File: src/rtl/bram_read_seq_if.sv
// bram_read_seq_if: groups the control, BRAM-port and read-data signals of
// the BRAM read sequencer. The slave modport is the sequencer itself, and
// the master modport is its surroundings (controlling FSM, BRAM, consumer).
// The parameters must match those of the bram_read_seq instance it is
// attached to.
interface bram_read_seq_if #(
  parameter int AWIDTH  = 8,
  parameter int DWIDTH  = 32,
  parameter int CNT_BIT = 31
);
  logic               start_i;
  logic [CNT_BIT-1:0] cnt_val_i;
  logic [AWIDTH-1:0]  addr_o;
  logic               ce_o;
  logic               we_o;
  logic [DWIDTH-1:0]  q_i;
  logic [DWIDTH-1:0]  rdata_o;
  logic               rvalid_o;
  logic               read_idle_o;
  logic               read_run_o;
  logic               read_done_o;

  modport slave (
    input  start_i, cnt_val_i, q_i,
    output addr_o, ce_o, we_o, rdata_o, rvalid_o,
           read_idle_o, read_run_o, read_done_o
  );

  modport master (
    output start_i, cnt_val_i, q_i,
    input  addr_o, ce_o, we_o, rdata_o, rvalid_o,
           read_idle_o, read_run_o, read_done_o
  );
endinterface

File: src/rtl/bram_read_seq.sv
// bram_read_seq: counter-driven BRAM read sequencer. On an accepted start it
// issues N consecutive read addresses from 0, tracks the BRAM read latency
// with a valid shift register and returns each word on rdata_o/rvalid_o.
// Optional build macro BRAM_OUT_REG_EN: the BRAM output register is enabled,
// so the BRAM latency L is 2 cycles instead of 1. Ports and state encoding
// are the same in both builds.
module bram_read_seq #(
  parameter int AWIDTH  = 8,
  parameter int DWIDTH  = 32,
  parameter int CNT_BIT = 31
) (
  input  logic         clk,
  input  logic         reset_n,
  bram_read_seq_if.slave bus
);

`ifdef BRAM_OUT_REG_EN
  localparam int LAT = 2;
`else
  localparam int LAT = 1;
`endif

  typedef enum logic [1:0] {
    ST_IDLE  = 2'd0,
    ST_RUN   = 2'd1,
    ST_DRAIN = 2'd2,
    ST_DONE  = 2'd3
  } state_e;

  state_e             state_q, state_d;
  logic [CNT_BIT-1:0] cnt_q, cnt_d;     // issues already made in this run
  logic [CNT_BIT-1:0] num_q, num_d;     // requested read count N
  logic [CNT_BIT-1:0] cnt_inc_s;
  logic               issue_s;
  logic [LAT-1:0]     pipe_q, pipe_d;   // ce_o delayed by 1..L cycles
  logic               rvalid_q, rvalid_d;
  logic [DWIDTH-1:0]  rdata_q, rdata_d;

  // Next-state and issue decode; the counter is the read address source.
  always_comb begin
    state_d   = state_q;
    cnt_d     = cnt_q;
    num_d     = num_q;
    issue_s   = 1'b0;
    cnt_inc_s = cnt_q + {{(CNT_BIT-1){1'b0}}, 1'b1};
    case (state_q)
      ST_IDLE: begin
        // A zero-length request is dropped rather than producing a done pulse.
        if (bus.start_i && (bus.cnt_val_i != {CNT_BIT{1'b0}})) begin
          state_d = ST_RUN;
          num_d   = bus.cnt_val_i;
          cnt_d   = {CNT_BIT{1'b0}};
        end else begin
          state_d = ST_IDLE;
        end
      end
      ST_RUN: begin
        issue_s = 1'b1;
        cnt_d   = cnt_inc_s;
        // Termination uses the full-width count, so address wrap is harmless.
        if (cnt_inc_s == num_q) begin
          state_d = ST_DRAIN;
        end else begin
          state_d = ST_RUN;
        end
      end
      ST_DRAIN: begin
        // Pipeline empty means the final beat is on rvalid_o this cycle.
        if (pipe_q == {LAT{1'b0}}) begin
          state_d = ST_DONE;
        end else begin
          state_d = ST_DRAIN;
        end
      end
      ST_DONE: begin
        state_d = ST_IDLE;
      end
      default: begin
        state_d = ST_IDLE;
      end
    endcase
  end

  // Latency tracking: shift the issue flag and capture q_i when it lands.
  always_comb begin
    pipe_d    = pipe_q;
    pipe_d[0] = issue_s;
    for (int i = 1; i < LAT; i++) begin
      pipe_d[i] = pipe_q[i-1];
    end
    rvalid_d = pipe_q[LAT-1];
    if (pipe_q[LAT-1]) begin
      rdata_d = bus.q_i;
    end else begin
      rdata_d = rdata_q;
    end
  end

  // State, counters and read-data pipeline registers.
  always_ff @(posedge clk or negedge reset_n) begin
    if (!reset_n) begin
      state_q  <= ST_IDLE;
      cnt_q    <= {CNT_BIT{1'b0}};
      num_q    <= {CNT_BIT{1'b0}};
      pipe_q   <= {LAT{1'b0}};
      rvalid_q <= 1'b0;
      rdata_q  <= {DWIDTH{1'b0}};
    end else begin
      state_q  <= state_d;
      cnt_q    <= cnt_d;
      num_q    <= num_d;
      pipe_q   <= pipe_d;
      rvalid_q <= rvalid_d;
      rdata_q  <= rdata_d;
    end
  end

  // BRAM port and status outputs decode from registered state only.
  assign bus.ce_o        = issue_s;
  assign bus.addr_o      = issue_s ? cnt_q[AWIDTH-1:0] : {AWIDTH{1'b0}};
  assign bus.we_o        = 1'b0;
  assign bus.rdata_o     = rdata_q;
  assign bus.rvalid_o    = rvalid_q;
  assign bus.read_idle_o = (state_q == ST_IDLE);
  assign bus.read_run_o  = (state_q == ST_RUN) || (state_q == ST_DRAIN);
  assign bus.read_done_o = (state_q == ST_DONE);

endmodule

File: src/flat_wrapper.sv
// flat-port wrapper written by rule: the top's interface ports become plain ports
module bram_read_seq_flat 
#(
  parameter int AWIDTH  = 8,
  parameter int DWIDTH  = 32,
  parameter int CNT_BIT = 31
)
  (clk, reset_n, bus_start_i, bus_cnt_val_i, bus_q_i, bus_addr_o, bus_ce_o, bus_we_o, bus_rdata_o, bus_rvalid_o, bus_read_idle_o, bus_read_run_o, bus_read_done_o);
  bram_read_seq_if #(.AWIDTH(AWIDTH), .DWIDTH(DWIDTH), .CNT_BIT(CNT_BIT)) bus_i ();
  input  logic clk;
  input  logic reset_n;
  input wire logic [$bits(bus_i.start_i)-1:0] bus_start_i;
  input wire logic [$bits(bus_i.cnt_val_i)-1:0] bus_cnt_val_i;
  input wire logic [$bits(bus_i.q_i)-1:0] bus_q_i;
  output wire logic [$bits(bus_i.addr_o)-1:0] bus_addr_o;
  output wire logic [$bits(bus_i.ce_o)-1:0] bus_ce_o;
  output wire logic [$bits(bus_i.we_o)-1:0] bus_we_o;
  output wire logic [$bits(bus_i.rdata_o)-1:0] bus_rdata_o;
  output wire logic [$bits(bus_i.rvalid_o)-1:0] bus_rvalid_o;
  output wire logic [$bits(bus_i.read_idle_o)-1:0] bus_read_idle_o;
  output wire logic [$bits(bus_i.read_run_o)-1:0] bus_read_run_o;
  output wire logic [$bits(bus_i.read_done_o)-1:0] bus_read_done_o;
  assign bus_i.start_i = bus_start_i;
  assign bus_i.cnt_val_i = bus_cnt_val_i;
  assign bus_i.q_i = bus_q_i;
  assign bus_addr_o = bus_i.addr_o;
  assign bus_ce_o = bus_i.ce_o;
  assign bus_we_o = bus_i.we_o;
  assign bus_rdata_o = bus_i.rdata_o;
  assign bus_rvalid_o = bus_i.rvalid_o;
  assign bus_read_idle_o = bus_i.read_idle_o;
  assign bus_read_run_o = bus_i.read_run_o;
  assign bus_read_done_o = bus_i.read_done_o;
  bram_read_seq #(.AWIDTH(AWIDTH), .DWIDTH(DWIDTH), .CNT_BIT(CNT_BIT)) u_core (.clk(clk), .reset_n(reset_n), .bus(bus_i));
endmodule
File: config.mk
export PLATFORM = sky130hd
export DESIGN_NAME = bram_read_seq_flat
export DESIGN_NICKNAME = d
export VERILOG_FILES = /design/src/rtl/bram_read_seq_if.sv /design/src/rtl/bram_read_seq.sv /design/src/flat_wrapper.sv
export SDC_FILE = /design/constraint.sdc
export NUM_CORES = 1
export LEC_CHECK = 0
export CAP_MARGIN = 15
export CORE_ASPECT_RATIO = 0.7
export CORE_MARGIN = 2
export CORE_UTILIZATION = 48
export DETAILED_ROUTE_END_ITERATION = 10
export PLACE_DENSITY = 0.78
export REMOVE_ABC_BUFFERS = 1
export SETUP_SLACK_MARGIN = 0.05
export SKIP_LAST_GASP = 1
export SYNTH_ARGS = -nofsm -noshare
export SYNTH_HDL_FRONTEND = slang
export SYNTH_SLANG_ARGS = --single-unit
File: constraint.sdc
create_clock -name clk -period 6.2 [get_ports clk]
set_input_delay 1.24 -clock clk [delete_from_list [all_inputs] [get_ports clk]]
set_output_delay 1.24 -clock clk [all_outputs]
set_load 0.05 [all_outputs]
==> results.md, run 1 <==
* FF-to-FF Start: u_core.cnt_q[0]$_DFFE_PN0P_
* Warnings, synthesis at 0
* DRT iter0 DRCs at 363
* Yosys top cell by area: dfrtp_1
* Residual DRC at 0
* Post-synth ARST share at between 90% and 100%
* R2r worst-path depth at 9
* Minimum clock period at 4.37 ns
* TNS Setup at 0 ns
* CTS tree: done
* FMAX at ~0.23 GHz
* Critical path class: primary input to flip-flop
* Hold Path Sink: u_core.bus.rdata_o[4]$_DFFE_PN0P_
* Run status: complete, no violations
* Share of cells above drive strength 1 at 15.0%
* First-pass GRT wire length at 22,600 µm
* Pleak at 2.78 nW
* Nets at 669
* HP Start: u_core.bus.rdata_o[4]$_DFFE_PN0P_
* Reg2reg end: u_core.state_q[0]$_DFF_PN0_
* Max-cap violations at 0
* Most frequent cells in the layout: 109 x clkdlybuf4s50_1, 98 x dfrtp_1, 63 x mux2_2
* Die Y at approximately 93 µm
* Top_reg_cell synth: dfrtp_1
* Max-slew violations at 0
* Worst Slack Setup Final at 1.83 ns
* Sequential-to-total area share from yosys stat at 45.3%
* Area of the die at 12,200 µm²
* Power, Total at 3.14 mW
* Buffers on Ports at 110
* H-tree levels at 3
* CTS Hold Bufs at 0
* Post-DRT Antenna Nets at 0
* Post-CTS setup buffers at 0
* I/O pins at 112
* Share of the synthesized area in the top cell type at 45.3%
* Post-synth cell types at 54
* Die width at 131 µm
* Routed vias at roughly 4,400
* Post-synth EDFFs at 0
* VDD IR max at 0.288 mV
* Routability cong. at 0.922
* Placed insts at 740
* Worst-case clock skew at 0.00514 ns
* RSZ-0062 raised after global routing: no
* Root buffer cell: clkbuf_16
* Critical path startpoint category: primary input
* Drt total wl at 14,300 µm
* Via/cell ratio at 5.85
* Max Fanout on Critical Path at 12
* Initial cell density of the core at 49.2%
* Hold Fails Final Rpt at 0
* DP Area at between 6000 and 7000 µm²
* Post-CTS sizing at 0
* Actual slew at the worst max-slew pin at 1.02 ns
* Antenna violations before repair at 0
* Worst-path clk slew at roughly 0.060 ns
* Area grow syn2layout at 26.5%
* Final Setup Violations at 0
* Largest net degree at the start of global routing at 73
* Cell Rows at 32
* Drt pass-1 iters at 5
* Global route overflow at 0
* CTS Buffer Depth at 2
* DP Wirelength at ~11,000 µm
* Synth Area per Inst at approximately 11 µm²
* GRT Total Usage at 24.3%
* Flop2flop setup slack at about 2.3 ns
* Min-delay worst type: flip-flop to flip-flop
* # clock sinks at 98
* Post-Place Worst Slack at 1.52 ns
* Post-route cell area at 6850 µm²
* CP Capture Type: flip-flop
* P per Cell Area at 458 nW/µm²
* Most common cell after layout, fill and taps aside: clkdlybuf4s50_1
* Post-Syn Instances at between 500 and 600
* Mapped cell area at 5420 µm²
* ANT cells at 0
* Max_slew headroom at 31.8%
* Hold depth at 1
* CTS Buf Count at 9
* Worst Path Arrival at ~4.6 ns
* Final Cycle Share at 70.5%
* Placeable Area at about 11,000 µm²
* Cell Count, Final, Fillers Out at 754
* Synth Register Bits at 98
* WP data required at 6.38 ns
* Largest cells by area after synthesis: dfrtp_1 45%, mux2_2 13%, xnor2_1 4.4%
* Clock Latency Late Sink at 0.35 ns
* Vias in the first global route at 4,302
* Routed WL per cell at 18.9 µm
kinds of logic after synthesis:
group / share of synthesized area [%]
compound gates: 12.0
simple gates: 16.9
other cells: 0.0692
flops: 45.3
xor+xnor: 6.79
fa+ha+maj: 1.15
mux: 14.0
buf+inv: 3.83
critical path, cell delays in order:
cell and delay (ns):
clkdlybuf4s50_1 0.43, nor4_1 0.55, nand4_1 0.22, o211ai_1 0.83, inv_1 0.19, o21ai_1 0.85
o21ai_0 0.24
state kept, by name (all words and copies together) (netlist names), named ones only:
| name | cells |
|---|---|
| u_core.bus.rvalid_o | 1 |
| u_core.state_q | 1 |
| u_core.cnt_q | 31 |
| u_core.bus.rdata_o | 32 |
| u_core.pipe_q | 1 |
| u_core.num_q | 31 |
per-layer routing:
metal,vias to the layer above,routed length [µm],global-route usage [%]
met5,-,0,0
met4,0,225,5.94
met3,19,972,6.87
met2,165,6490,35.4
met1,2194,6590,35.8
li1,2035,-,-
synth_stat cells (all sizes together), types with 3 or more instances:
| master | instances |
|---|---|
| dfrtp | 98 |
| mux2 | 63 |
| o21ai | 28 |
| xnor2 | 27 |
| nand2 | 26 |
| clkbuf | 24 |
| and2 | 20 |
| nand3 | 20 |
| a22o | 18 |
| nor3 | 18 |
| xor2 | 15 |
| nor4 | 14 |
| buf | 13 |
| nand4 | 13 |
| a21o | 11 |
| inv | 11 |
| o31ai | 9 |
| nor2 | 8 |
| and4 | 7 |
| or3 | 6 |
| and3 | 5 |
| ha | 5 |
| mux2i | 5 |
| o211ai | 5 |
| o22ai | 5 |
| a31oi | 4 |
| or4 | 4 |
| a21oi | 3 |
| nor2b | 3 |
worst max-delay path by stage:
stage | start | endpoint | slack [ns]
5_1_grt | bus_cnt_val_i[12] | u_core.cnt_q[16]$_DFFE_PN0P_ | 1.63
3_3_place_gp | bus_cnt_val_i[24] | u_core.cnt_q[21]$_DFFE_PN0P_ | 1.67
6_report | bus_cnt_val_i[24] | u_core.cnt_q[2]$_DFFE_PN0P_ | 1.83
4_1_cts | bus_cnt_val_i[24] | u_core.cnt_q[13]$_DFFE_PN0P_ | 1.88
3_5_place_dp | bus_cnt_val_i[24] | u_core.cnt_q[2]$_DFFE_PN0P_ | 1.52
2_1_floorplan | bus_cnt_val_i[15] | u_core.cnt_q[10]$_DFFE_PN0P_ | 1.33
power by group:
part | internal, mW | switching [mW] | leakage, nW
clock | 0.277 | 0.234 | 0.127
combinational | 0.643 | 0.914 | 1.44
sequential | 0.869 | 0.204 | 1.22
total | 1.79 | 1.35 | 2.78
area by class of cell:
cell class / count / area [µm²]
clock inverter: 3 / 17.5
fill: 882 / 4160
tap: 153 / 191
sequential: 98 / 2450
clock buffer: 11 / 243
timing repair buffer: 116 / 1150
multi-input combinational: 362 / 2760
inverter: 11 / 41.3
metrics by stage:
step / hold WS [ns] / utilization (%)
after CTS: 0.509 / 62.3
final: 0.505 / 62.3
after detailed placement: 0.495 / 59.9
after global routing: 0.526 / 62.3
after floorplan: 0.500 / -
after global placement: 0.489 / 59.8
Note: power is estimated with default switching activity, not from simulation.
==> run 2: changes to the inputs <==
Clock period 6.2 ns to 4.25 ns, I/O delays scaled along.
==> results.md, run 2 (synthesized netlist as in run 1, its figures left out) <==
* Setup crit end: u_core.state_q[0]$_DFF_PN0_
* Pleak at 2.82 nW (+1.4%)
* Post-CTS setup buffers at 0 (unchanged)
* GRT Total Usage at 24.9% (+0.52 points)
* CTS Hold Bufs at 0 (unchanged)
* Residual DRC at 0 (unchanged)
* I/O pins at 112 (unchanged)
* Vias in the first global route at 4,457 (+3.6%)
* Post-CTS sizing at 0 (unchanged)
* CP Capture Type: flip-flop
* Routed vias at 4,472 (+1.3%)
* Cell family with most CP delay: simple AND/OR/NAND/NOR gates
* Root buffer cell: clkbuf_16
* Top cell by count, worst path: nand4_1
* Area of the die at 12,200 µm² (unchanged)
* Max_slew headroom at 42.6% (+11 points)
* RSZ-0062 raised after global routing: no
* R2r worst-path depth at 8 (-1)
* Number of cells on the critical path at 8 (+1)
* Cell Rows at 32 (unchanged)
* Share of cells above drive strength 1 at 15.7% (+0.70 points)
* Post-route cell area at 6910 µm² (+0.88%)
* CTS Buffer Depth at 2 (unchanged)
* Most common cell after layout, fill and taps aside: clkdlybuf4s50_1
* CTS Buf Count at 9 (unchanged)
* Worst path slowest cell: nor3_1
* Power, Total at 4.70 mW (+49%)
* Reg2reg end: u_core.state_q[0]$_DFF_PN0_
* Clock Latency Late Sink at 0.35 ns (about the same)
* Flop2flop setup slack at 0.66 ns (-1.65 ns)
* Final Cycle Share at 84.5%
* Actual slew at the worst max-slew pin at 0.854 ns (-0.161 ns)
* FMAX at 0.278 GHz
* Nets at 672 (+0.45%)
* Area grow syn2layout at 27.6%
* Critical path startpoint category: flip-flop
* Critical path class: flip-flop to flip-flop
* DP Wirelength at 10,600 µm (about the same)
* Drt pass-1 iters at 5 (unchanged)
* DP Area at 6610 µm² (+0.23%)
* Die Y at 92.9 µm (unchanged)
* Die width at 131 µm (unchanged)
* Critical path launch point: u_core.cnt_q[2]$_DFFE_PN0P_
* FF-to-FF Start: u_core.cnt_q[2]$_DFFE_PN0P_
* CTS tree: done
* Final Setup Violations at 0 (unchanged)
* Antenna violations before repair at 0 (unchanged)
* Post-DRT Antenna Nets at 0 (unchanged)
* DRT iter0 DRCs at 361 (-0.55%)
* # clock sinks at 98 (unchanged)
* Buffers on Ports at 110 (unchanged)
* Placeable Area at 11,000 µm² (unchanged)
* Hold Fails Final Rpt at 0 (unchanged)
* Cell Chain, Critical Path: nand4_1, nor3_1, nand4_1, xnor2_1, nor4_1, nand4_1, or4_1, a211o_1
* Largest net degree at the start of global routing at 43 (-41%)
* Bufs and invs on worst path at 0 (-2)
* Worst-case clock skew at 0.00806 ns (+0.00292 ns)
* First-pass GRT wire length at 23,100 µm (+2.4%)
* Most frequent cells in the layout: 109 x clkdlybuf4s50_1, 98 x dfrtp_1, 63 x mux2_2
* Worst-path clk slew at 0.06 ns (about the same)
* VDD IR max at 0.482 mV (+68%)
* Routability cong. at 1.01 (+9.2%)
* P per Cell Area at 679 nW/µm² (+48%)
* Minimum clock period at 3.59 ns
* Global route overflow at 0 (unchanged)
* ANT cells at 0 (unchanged)
* Max-slew violations at 0 (unchanged)
* Routed WL per cell at 19.2 µm (+1.4%)
* Max-cap violations at 0 (unchanged)
* WP data required at 4.48 ns (-1.90 ns)
* Max Fanout on Critical Path at 11 (-1)
* Worst Path Arrival at 3.82 ns (-0.73 ns)
* H-tree levels at 3 (unchanged)
* Fill cells at 858 (-2.7%)
* Min-delay worst type: primary input to asynchronous set/reset pin
* Max reg flops at 32 (unchanged)
* Run status: complete, no violations
* Drt total wl at 14,600 µm (+2.0%)
* Via/cell ratio at 5.89 (+0.67%)
* CP max stage delay at 0.76 ns (-0.09 ns)
* Initial cell density of the core at 49.2% (unchanged)
==> run 2: changes by cell type in the layout (fill, tap and decap cells not counted) <==
cell / delta
buf_4: +4
buf_8: -1
bufinv_16: +1
clkbuf_8: +1
clkinvlp_4: -1
inv_6: +1
o21ai_0: +1
o21ai_1: -1
==> run 2: power by group <==
part / internal (mW) / leakage [nW] / switching, mW
Sequential: 1.27 / 1.22 / 0.270
Combinational: 0.936 / 1.45 / 1.38
Clock: 0.489 / 0.153 / 0.349
Total: 2.69 / 2.82 / 2.00
==> run 2: worst min path at each step <==
| stage | startpoint | endpoint | slack [ns] | cells after the start |
|---|---|---|---|---|
| 6_report | reset_n | u_core.bus.rdata_o[5]$_DFFE_PN0P_ | 0.35 | 1 |
| 5_1_grt | reset_n | u_core.bus.rdata_o[5]$_DFFE_PN0P_ | 0.36 | 1 |
| 4_1_cts | reset_n | u_core.bus.rdata_o[5]$_DFFE_PN0P_ | 0.35 | 1 |
| 3_5_place_dp | u_core.bus.rdata_o[28]$_DFFE_PN0P_ | u_core.bus.rdata_o[28]$_DFFE_PN0P_ | 0.49 | 1 |
| 3_3_place_gp | u_core.bus.rdata_o[1]$_DFFE_PN0P_ | u_core.bus.rdata_o[1]$_DFFE_PN0P_ | 0.49 | 1 |
| 2_1_floorplan | u_core.num_q[10]$_DFFE_PN0P_ | u_core.num_q[10]$_DFFE_PN0P_ | 0.50 | 1 |
==> run 2: metrics by stage <==
stage / hold slack (ns) / setup slack, ns / util (%) / setup TNS, ns / instances
CTS: 0.352 / 0.822 / 62.8 / 0 / 759
detailed placement: 0.495 / 0.501 / 60.0 / 0 / 743
finish: 0.353 / 0.657 / 62.8 / 0 / 759
global placement: 0.491 / 0.605 / 60.0 / 0 / 743
floorplan: 0.500 / -0.235 / - / -5.55 / 471
global route: 0.358 / 0.485 / 62.8 / 0 / 759
==> run 2: per-layer routing <==
| layer | global-route usage, % | routed length [µm] | up-vias |
|---|---|---|---|
| met5 | 0 | 0 | - |
| met4 | 9.04 | 415 | 0 |
| met3 | 7.16 | 1200 | 51 |
| met2 | 35.8 | 6640 | 207 |
| met1 | 35.6 | 6320 | 2177 |
| li1 | - | - | 2037 |
==> run 2: area by class of cell <==
class	count	area, µm²	area share, %
clock inverters	4	48.8	0.706
clock buffers	12	256	3.71
multi-input cells	362	2760	39.9
inverters	11	41.3	0.597
repair buffers	119	1170	16.9
flip-flops and latches	98	2450	35.5
well taps	153	191	2.77
==> run 2: worst reg2reg max path, stage by stage (launching register included) <==
cell	delay, ns
dfrtp_1	0.52
nand4_1	0.27
nor3_1	0.76
nand4_1	0.31
xnor2_1	0.23
nor4_1	0.35
nand4_1	0.13
or4_1	0.61
a211o_1	0.31
